--- src/rtl/bitstream_pkg.sv ---
// Shared definitions for the bitstream scheduler.
//   sched_state_t : scheduler FSM states
//   fifo_entry_t  : one buffered symbol (mode tag + 2-bit symbol)
//   LFSR_TAP_*    : taps of the 32-bit symbol LFSR
//   DEFAULT_SEED  : LFSR value after reset unless overridden
//   lfsr_next()   : one LFSR step
package bitstream_pkg;

  typedef enum logic [1:0] {
    IDLE  = 2'd0,
    PRIME = 2'd1,
    RUN   = 2'd2,
    DRAIN = 2'd3
  } sched_state_t;

  typedef struct packed {
    logic       mode;  // 0: 1-bit symbol, 1: 2-bit symbol
    logic [1:0] sym;
  } fifo_entry_t;

  localparam int unsigned LFSR_TAP_A   = 25;
  localparam int unsigned LFSR_TAP_B   = 15;
  localparam int unsigned LFSR_TAP_C   = 5;
  localparam logic [31:0] DEFAULT_SEED = 32'd165;

  // Shift right, feedback enters at bit 31. The inverted tap keeps the
  // all-zero state from locking up.
  function automatic logic [31:0] lfsr_next(input logic [31:0] s);
    logic fb;
    fb = s[LFSR_TAP_A] ^ s[LFSR_TAP_B] ^ ~s[LFSR_TAP_C];
    return {fb, s[31:1]};
  endfunction

endpackage

--- src/rtl/lfsr32_step.sv ---
// 32-bit LFSR register with load and single-step controls.
//   clk, rst_n : clock, asynchronous active-low reset (loads SEED)
//   step       : advance one position this cycle
//   load       : replace the state with load_val (wins over step)
//   load_val   : value used by load
//   state      : current LFSR contents
module lfsr32_step
  import bitstream_pkg::*;
#(
  parameter logic [31:0] SEED = DEFAULT_SEED
) (
  input  logic        clk,
  input  logic        rst_n,
  input  logic        step,
  input  logic        load,
  input  logic [31:0] load_val,
  output logic [31:0] state
);

  logic [31:0] state_q;

  // NOTE: registers are written with <= so every flop samples pre-edge values.
  always_ff @(posedge clk or negedge rst_n) begin
    if (!rst_n) begin
      state_q <= SEED;
    end else if (load) begin
      state_q <= load_val;
    end else if (step) begin
      state_q <= lfsr_next(state_q);
    end
  end

  assign state = state_q;

endmodule

--- src/rtl/bitstream_sched.sv ---
// Paced random-symbol generator. Symbols derived from an LFSR are buffered
// in a small FIFO and released one per SAMPLES_PER_SYM clocks.
//   clk, rst_n   : clock, asynchronous active-low reset
//   start, stop  : single-cycle run control (stop wins when both are high)
//   hold         : freezes the LFSR and FIFO filling
//   mode_req     : 0 = 1-bit symbols, 1 = 2-bit symbols (tagged per entry)
//   seed_load    : load seed_in into the LFSR (IDLE only)
//   sym_data     : current symbol, mode_active its tag, sym_valid new-symbol pulse
//   busy         : state is not IDLE
//   underrun     : sticky, pacing strobe in RUN found the FIFO empty
//   underrun_cnt : saturating underrun count, present only when the macro
//                  BITSTREAM_SCHED_UNDERRUN_CNT_EN is defined
module bitstream_sched
  import bitstream_pkg::*;
#(
  parameter int unsigned SAMPLES_PER_SYM = 32,
  parameter logic [31:0] SEED_DEFAULT    = DEFAULT_SEED,
  parameter int unsigned FIFO_DEPTH      = 4
) (
  input  logic        clk,
  input  logic        rst_n,
  input  logic        start,
  input  logic        stop,
  input  logic        hold,
  input  logic        mode_req,
  input  logic        seed_load,
  input  logic [31:0] seed_in,
  output logic [1:0]  sym_data,
  output logic        sym_valid,
  output logic        mode_active,
  output logic        busy,
  output logic        underrun
`ifdef BITSTREAM_SCHED_UNDERRUN_CNT_EN
  ,output logic [15:0] underrun_cnt
`endif
);

  localparam int          AW       = $clog2(FIFO_DEPTH);
  localparam int          CW       = $clog2(SAMPLES_PER_SYM);
  localparam logic [AW:0] FULL_CNT = (AW+1)'(FIFO_DEPTH);
  localparam logic [AW:0] CNT_ONE  = (AW+1)'(1);
  localparam logic [AW-1:0] PTR_ONE = AW'(1);
  localparam logic [CW-1:0] PACE_LAST = CW'(SAMPLES_PER_SYM - 1);
  localparam logic [CW-1:0] PACE_ONE  = CW'(1);

  sched_state_t  state_q, state_d;
  fifo_entry_t   fifo_q [FIFO_DEPTH];
  fifo_entry_t   push_entry, head_entry;
  logic [AW-1:0] wr_ptr_q, rd_ptr_q;
  logic [AW:0]   fill_q, fill_d;
  logic [CW-1:0] pace_q;
  logic [1:0]    sym_data_q;
  logic          sym_valid_q, mode_active_q, underrun_q;
  logic [31:0]   lfsr_state;

  logic start_acc, prime_stop, fifo_full, fifo_empty;
  logic push, pacing, strobe, pop, underrun_hit;

  assign start_acc    = (state_q == IDLE) && start && !stop;
  assign prime_stop   = (state_q == PRIME) && stop;
  assign fifo_full    = (fill_q == FULL_CNT);
  assign fifo_empty   = (fill_q == '0);
  // A stop in PRIME flushes the FIFO, so nothing is pushed on that edge.
  assign push         = ((state_q == PRIME) || (state_q == RUN)) && !fifo_full
                        && !hold && !prime_stop;
  assign pacing       = (state_q == RUN) || (state_q == DRAIN);
  assign strobe       = pacing && (pace_q == PACE_LAST);
  assign pop          = strobe && !fifo_empty;
  assign underrun_hit = strobe && fifo_empty && (state_q == RUN);

  lfsr32_step #(
    .SEED (SEED_DEFAULT)
  ) u_lfsr (
    .clk      (clk),
    .rst_n    (rst_n),
    .step     (push),
    .load     (seed_load && (state_q == IDLE)),
    .load_val (seed_in),
    .state    (lfsr_state)
  );

  // The pushed symbol comes from the post-step value, whose bits [1:0]
  // are the current state's bits [2:1].
  assign push_entry.mode = mode_req;
  assign push_entry.sym  = mode_req ? lfsr_state[2:1] : {1'b0, lfsr_state[1]};
  assign head_entry      = fifo_q[rd_ptr_q];

  logic unused_lfsr_bits;
  assign unused_lfsr_bits = ^{lfsr_state[31:3], lfsr_state[0]};

  // NOTE: every signal assigned in always_comb gets a default first, so no latch is inferred.
  always_comb begin
    fill_d = fill_q;
    if (push && !pop) begin
      fill_d = fill_q + CNT_ONE;
    end else if (pop && !push) begin
      fill_d = fill_q - CNT_ONE;
    end
  end

  always_comb begin
    state_d = state_q;
    unique case (state_q)
      IDLE:    if (start_acc) state_d = PRIME;
      PRIME:   if (stop) state_d = IDLE;
               else if (fill_d == FULL_CNT) state_d = RUN;
      RUN:     if (stop) state_d = DRAIN;
      DRAIN:   if (strobe && (fill_d == '0)) state_d = IDLE;
      default: state_d = IDLE;
    endcase
  end

  always_ff @(posedge clk or negedge rst_n) begin
    if (!rst_n) begin
      state_q  <= IDLE;
      wr_ptr_q <= '0;
      rd_ptr_q <= '0;
      fill_q   <= '0;
      pace_q   <= '0;
    end else begin
      state_q <= state_d;
      if (prime_stop) begin
        wr_ptr_q <= '0;
        rd_ptr_q <= '0;
        fill_q   <= '0;
      end else begin
        if (push) wr_ptr_q <= wr_ptr_q + PTR_ONE;
        if (pop)  rd_ptr_q <= rd_ptr_q + PTR_ONE;
        fill_q <= fill_d;
      end
      // Held at zero outside RUN/DRAIN, so RUN always starts from count 0.
      pace_q <= (pacing && !strobe) ? pace_q + PACE_ONE : '0;
    end
  end

  // NOTE: the entry storage has no reset; the pointers alone define which entries are valid.
  always_ff @(posedge clk) begin
    if (push) fifo_q[wr_ptr_q] <= push_entry;
  end

  always_ff @(posedge clk or negedge rst_n) begin
    if (!rst_n) begin
      sym_data_q    <= 2'b00;
      sym_valid_q   <= 1'b0;
      mode_active_q <= 1'b0;
      underrun_q    <= 1'b0;
    end else begin
      sym_valid_q <= pop;
      if (pop) begin
        sym_data_q    <= head_entry.sym;
        mode_active_q <= head_entry.mode;
      end
      if (start_acc) begin
        underrun_q <= 1'b0;
      end else if (underrun_hit) begin
        underrun_q <= 1'b1;
      end
    end
  end

`ifdef BITSTREAM_SCHED_UNDERRUN_CNT_EN
  logic [15:0] underrun_cnt_q;

  always_ff @(posedge clk or negedge rst_n) begin
    if (!rst_n) begin
      underrun_cnt_q <= 16'd0;
    end else if (start_acc) begin
      underrun_cnt_q <= 16'd0;
    end else if (underrun_hit && (underrun_cnt_q != 16'hFFFF)) begin
      underrun_cnt_q <= underrun_cnt_q + 16'd1;
    end
  end

  assign underrun_cnt = underrun_cnt_q;
`endif

  assign sym_data    = sym_data_q;
  assign sym_valid   = sym_valid_q;
  assign mode_active = mode_active_q;
  assign busy        = (state_q != IDLE);
  assign underrun    = underrun_q;

endmodule

--- config.mk ---
export PLATFORM = sky130hd
export DESIGN_NAME = bitstream_sched
export DESIGN_NICKNAME = d
export VERILOG_FILES = /design/src/rtl/bitstream_pkg.sv /design/src/rtl/lfsr32_step.sv /design/src/rtl/bitstream_sched.sv
export SDC_FILE = /design/constraint.sdc
export NUM_CORES = 1
export LEC_CHECK = 0
export CAP_MARGIN = 20
export CORE_MARGIN = 3
export CORE_UTILIZATION = 54
export CTS_CLUSTER_SIZE = 16
export DETAILED_ROUTE_END_ITERATION = 8
export PLACE_DENSITY_LB_ADDON = 0.12
export RECOVER_POWER = 25
export SLEW_MARGIN = 20
export SYNTH_ARGS = -nofsm -noshare
export SYNTH_HDL_FRONTEND = slang
export SYNTH_SLANG_ARGS = --single-unit
--- constraint.sdc ---
create_clock -name clk -period 3.4 [get_ports clk]
set_clock_uncertainty 0.05 [all_clocks]
set_input_delay 0.68 -clock clk [delete_from_list [all_inputs] [get_ports clk]]
set_output_delay 0.68 -clock clk [all_outputs]
set_load 0.02 [all_outputs]
==> run metrics, run 1 <==
die area=0.00662 mm²; crit path launch type=flip-flop; sequential share of power=0.413; leading area contributor after synthesis=dfrtp_1; Max Slew Vio Count=28; CP endpoint kind=flip-flop; status=complete, but fails checks; post-route ant nets=0; vias per cell=5.13; Post-CTS Setup Inserts=0; first-pass GRT wire length=9320 µm; Site Rows=26; Residual DRC=0; Post-synth top flop=dfrtp_1; EDFF count, synth=12; ys async rst share=0.806; Area Growth Syn to Fin=21.7%; dpl hpwl=3770 µm; vias in the first global route=2107; cells after synthesis=270; Comb pwr share=0.371; CTS Buf Count=9; number of fillers in the final layout=402; RSZ-0062 raised after global routing=false; P_int=1.89 mW; CP Cell Sequence=ha_1 -> and3_1 -> ha_1 -> o21ai_1 -> nor2_2 -> xnor2_1 -> a2111oi_1 -> a311oi_2 -> o2111ai_2 -> mux2i_1; drt pass-1 iters=4; setup_tns=0 ps; failing checks=max-capacitance violations, max-slew violations; GR Overflow Total=0; Synth cell types=42; CTS sink count=62; total chip power=2.88 mW; top cells by count, synth=dfrtp_1, nand2_1, mux2i_1, o21ai_0; Arr. time, crit path=3050 ps; fin crit share=0.837; Hold Fails Final Rpt=0; Synthesis Warnings=0; I/O Buffers=43; hold buffer count at cts=0; fin nets=367; top cell type's share of synthesized area=0.384; crit path buf inv count=0; Crit-path slowest cell=nor2_2; Synth Cell Area=0.00307 mm²; gpl congestion=0.780; most numerous cell in the Yosys netlist=dfrtp_1; Syn Nets=323; CP Max Fanout=13; met2 WL=2600 µm; max-capacitance violation count=1; WL/cell=13.4 µm; pwr/cell area=772 mW/mm²; Clock Power Share=0.216; area of the core=0.00530 mm²; buffer levels on the longest clock path=2; H-tree depth=3; Total Routing Usage GR=0.185; peak supply drop=0.422 mV; static leakage=1.65 nW; DR top layer=met3; fmax=351 MHz; Ports=45; max incr delay on CP=490 ps; post-CTS resize count=0; Synth Area per Inst=11.4 µm²; Crit path top cell by count=ha_1; Yosys reg bits=62; critical path class=reg2reg; Final min period=2840 ps; Synth area leaders=dfrtp_1, edfxtp_1, mux2i_1; Setup violations, final=0; Rel. slew slack=-0.0147; Clock Latency Late Sink=330 ps; Hold WC Path Type=reg2reg; vias=1994; share of cells above drive strength 1=0.113; actual slew at the worst max-slew pin=1520 ps; Die H=81.4 µm; DR iter-0 viols=65; largest net degree at the start of global routing=41; Sw Pwr=0.994 mW; sw frac=0.345; initial cell density of the core=0.578; ANT cells=0; Seq/Total Area, Yosys=0.527; clk root buf=clkbuf_8; M1 wire length=2430 µm; Reg clk slew, reported paths=70 ps; worst path required time=3600 ps; Routed WL=5220 µm; Top delay family on crit path=compound AO/OA/AOI/OAI gates; Hold WS=405 ps; Die Width=81.4 µm; routed length on met3=194 µm; CTS tree=done; antenna violations before repair=0
==> worst paths after layout <==
check                           slack [ps]  cells past startpoint                     endpoint                start
worst max-delay path                   560                     10                    flip-flop  pace_q[0]$_DFF_PN0_
worst min-delay path                   400                      1          pace_q[0]$_DFF_PN0_  pace_q[0]$_DFF_PN0_
worst max register to register         560                     10                    flip-flop  pace_q[0]$_DFF_PN0_
worst min register to register         400                      1          pace_q[0]$_DFF_PN0_  pace_q[0]$_DFF_PN0_
max in group asynchronous             1530                      2  u_lfsr.state[7]$_DFFE_PN1P_                rst_n
min in group asynchronous              660                      1      mode_active$_DFFE_PN0P_                rst_n
==> area by class of cell <==
class                   count  area [µm²]  area share
inverters                   8        30.0     0.00805
well taps                  70        87.6      0.0235
clock inverters             5        60.1      0.0161
multi-input cells         186        1350       0.363
flip-flops and latches     62        1620       0.433
clock buffers              11         131      0.0352
repair buffers             47         454       0.122
==> cells in the final DEF, fill, tap and decap left out, types with 3 or more instances in the layout <==
cell type | netlist | layout
dfrtp_1 | 47 | 47
clkdlybuf4s50_1 | 0 | 41
nand2_1 | 38 | 38
mux2i_1 | 31 | 31
o21ai_0 | 31 | 31
nor2_1 | 14 | 14
ha_1 | 14 | 14
edfxtp_1 | 12 | 12
and2_1 | 10 | 9
xnor2_1 | 9 | 9
clkbuf_8 | 0 | 9
inv_1 | 8 | 8
buf_4 | 0 | 4
mux4_2 | 3 | 3
mux2_2 | 3 | 3
clkbuf_1 | 10 | 3
dfstp_2 | 3 | 3
==> metal layers <==
metal	vias up	global-route usage
met2	35	0.298
met4	0	0.0676
met5	-	0
met1	932	0.240
li1	1027	-
met3	0	0.0477
==> cells by family after synthesis <==
kind of cell	after synthesis	share of synthesized area
flops	62	0.527
xor+xnor	11	0.0314
buf+inv	22	0.0326
simple gates	76	0.119
mux	37	0.134
compound gates	46	0.0926
fa+ha+maj	16	0.0636
==> power by group through the flow <==
stage | combinational, mW | sequential [mW] | clock (mW)
floorplan | 0.850 | 1.17 | 0
global placement | 1.04 | 1.20 | 0
detailed placement | 1.08 | 1.21 | 0
CTS | 1.08 | 1.19 | 0.642
global route | 1.22 | 1.23 | 0.677
finish | 1.07 | 1.19 | 0.622
==> registers in the layout, indices dropped and copies added (netlist names), named ones only <==
register and count:
fifo_q 12, fill_q 3, mode_active 1, pace_q 5, rd_ptr_q 2, state_q 1
sym_data 2, sym_valid 1, u_lfsr.state 31, underrun 1, wr_ptr_q 2
==> through the flow <==
step	setup slack [ps]	instance area, µm²	cells	util
final	555	3730	389	0.704
after global routing	308	3730	389	0.704
after CTS	542	3730	389	0.704
after detailed placement	565	3540	373	0.668
after global placement	629	3540	373	0.668
after floorplan	1060	3070	270	-
Power figures use the tool's default switching activity.
==> run 2: changes to the inputs <==
CORE_UTILIZATION = 49   (was 54)
clock period = 2.5 ns   (was 3.4 ns; I/O delays follow)
==> run metrics, run 2 (synthesis results as in run 1) <==
status=complete, no violations; CP endpoint kind=flip-flop; I/O Buffers=43 (unchanged); Ports=45 (unchanged); actual slew at the worst max-slew pin=1220 ps (-302 ps); worst path required time=2720 ps (-880 ps); hold buffer count at cts=0 (unchanged); crit path launch type=flip-flop; critical path startpoint=state_q[0]$_DFFE_PN0P_; Max Slew Vio Count=0 (-100%); Rel. slew slack=0.187 (+0.202); most common cell after layout, fill and taps aside=dfrtp_1; pre-CTS WS=-26.3 ps (-592 ps); Clock Latency Late Sink=340 ps (about the same); CTS tree=done; ANT cells=0 (unchanged); die area=0.00724 mm² (+9.4%); H-tree depth=3 (unchanged); Routed WL=5460 µm (+4.6%); Placed Instances=383 (+2.7%); Die H=85.1 µm (+4.6%); max FFs per register=31 (unchanged); Residual DRC=0 (unchanged); DR iter-0 viols=65 (unchanged); peak supply drop=0.708 mV (+68%); drt pass-1 iters=4 (unchanged); CTS Buf Count=9 (unchanged); Arr. time, crit path=2620 ps (-430 ps); WL/cell=13.6 µm (+1.4%); Area Growth Syn to Fin=29.0%; fin crit share=0.961 (+0.125); static leakage=1.72 nW (+4.5%); RR Startpoint=state_q[0]$_DFFE_PN0P_; Total Routing Usage GR=0.159 (-0.0259); vias=2046 (+2.6%); number of fillers in the final layout=483 (+20%); area of the core=0.00599 mm² (+13%); Hold WS=436 ps (+31.5 ps); gpl congestion=0.735 (-5.8%); Hold Fails Final Rpt=0 (unchanged); Setup violations, final=0 (unchanged); Placed Instance Area=0.00360 mm² (+1.6%); pwr/cell area=1080 mW/mm² (+40%); max-capacitance violation count=0 (-1); vias per cell=5.10 (-0.46%); most frequent cells in the layout=dfrtp_1, clkdlybuf4s50_1, nand2_1; clk root buf=clkbuf_8; Reg clk slew, reported paths=70 ps (about the same); critical path class=reg2reg; first-pass GRT wire length=8960 µm (-3.8%); share of cells above drive strength 1=0.178 (+0.0651); dpl hpwl=3610 µm (-4.3%); final instance area=0.00396 mm² (+6.0%); vias in the first global route=2006 (-4.8%); fin nets=374 (+1.9%); total chip power=4.27 mW (+48%); antenna violations before repair=0 (unchanged); Site Rows=28 (+7.7%); Hold WC Path Type=in2async; GR Overflow Total=0 (unchanged); initial cell density of the core=0.512 (-0.0664); Final Worst Setup Slack=96.8 ps (-458 ps); CTS sink count=62 (unchanged); Die Width=85.1 µm (+4.6%); buffer levels on the longest clock path=2 (unchanged); CP Max Fanout=4 (-9); largest net degree at the start of global routing=63 (+54%); Final min period=2400 ps (-442 ps); fmax=416 MHz (+18%); post-route ant nets=0 (unchanged); final non-filler cell total=401 (+3.1%)
[run 2: cell count changes in the layout (fill, tap and decap cells not counted), moves of 2 or more]
cell / delta
buf_4: +4
clkbuf_1: -3
bufinv_16: +2
ha_1: -2
inv_1: -2
inv_2: +2
xnor2_1: -2
xnor2_2: +2
[run 2: final timing paths]
path | end | slack [ps] | cells past startpoint
max | flip-flop | 100 | 9
min | mode_active$_DFFE_PN0P_ | 440 | 2
max reg2reg | flip-flop | 100 | 9
min reg2reg | sym_data[1]$_DFFE_PN0P_ | 460 | 1
max in group asynchronous | u_lfsr.state[14]$_DFFE_PN0P_ | 1220 | 2
min in group clk | sym_data[1]$_DFFE_PN0P_ | 460 | 1
[run 2: area by class of cell]
cell class,count,area (µm²),share of cell area
clock buffers,9,124,0.0313
clock inverters,7,121,0.0307
inverters,8,30.0,0.00759
multi-input cells,186,1450,0.366
flip-flops and latches,62,1620,0.408
well taps,75,93.8,0.0237
repair buffers,54,522,0.132
[run 2: metal layers]
metal	GRT usage	up-vias	wire length, µm
met3	0.0350	10	188
met2	0.250	40	2660
met1	0.201	961	2470
met5	0	-	0
met4	0.0950	0	142
li1	-	1035	-
[run 2: critical path, stage by stage, from the launching register on]
cell	delay [ps]
dfrtp_1	440
inv_2	90
ha_1	280
nor2b_4	180
nand3_4	140
and4_1	270
a211o_1	270
and4_1	240
o2111ai_2	190
mux2i_1	200
[run 2: what timing repair did]
action	in CTS	in global routing
pin swaps	0	5
endpoints found under the hold margin	0	0
setup endpoints to repair	1	2
gates resized for setup	3	15
gates cloned	0	0
setup buffers	0	2
[run 2: report_power, final]
part	internal, mW	switching (mW)	total [mW]
Combinational	0.754	0.807	1.56
Clock	0.667	0.411	1.08
Sequential	1.41	0.220	1.63
Total	2.83	1.44	4.27
[run 2: through the flow]
step	TNS (ps)	util
2_1_floorplan	0	-
3_3_place_gp	-14.7	0.600
3_5_place_dp	-26.3	0.600
4_1_cts	0	0.644
5_1_grt	-1.64	0.660
6_report	0	0.660
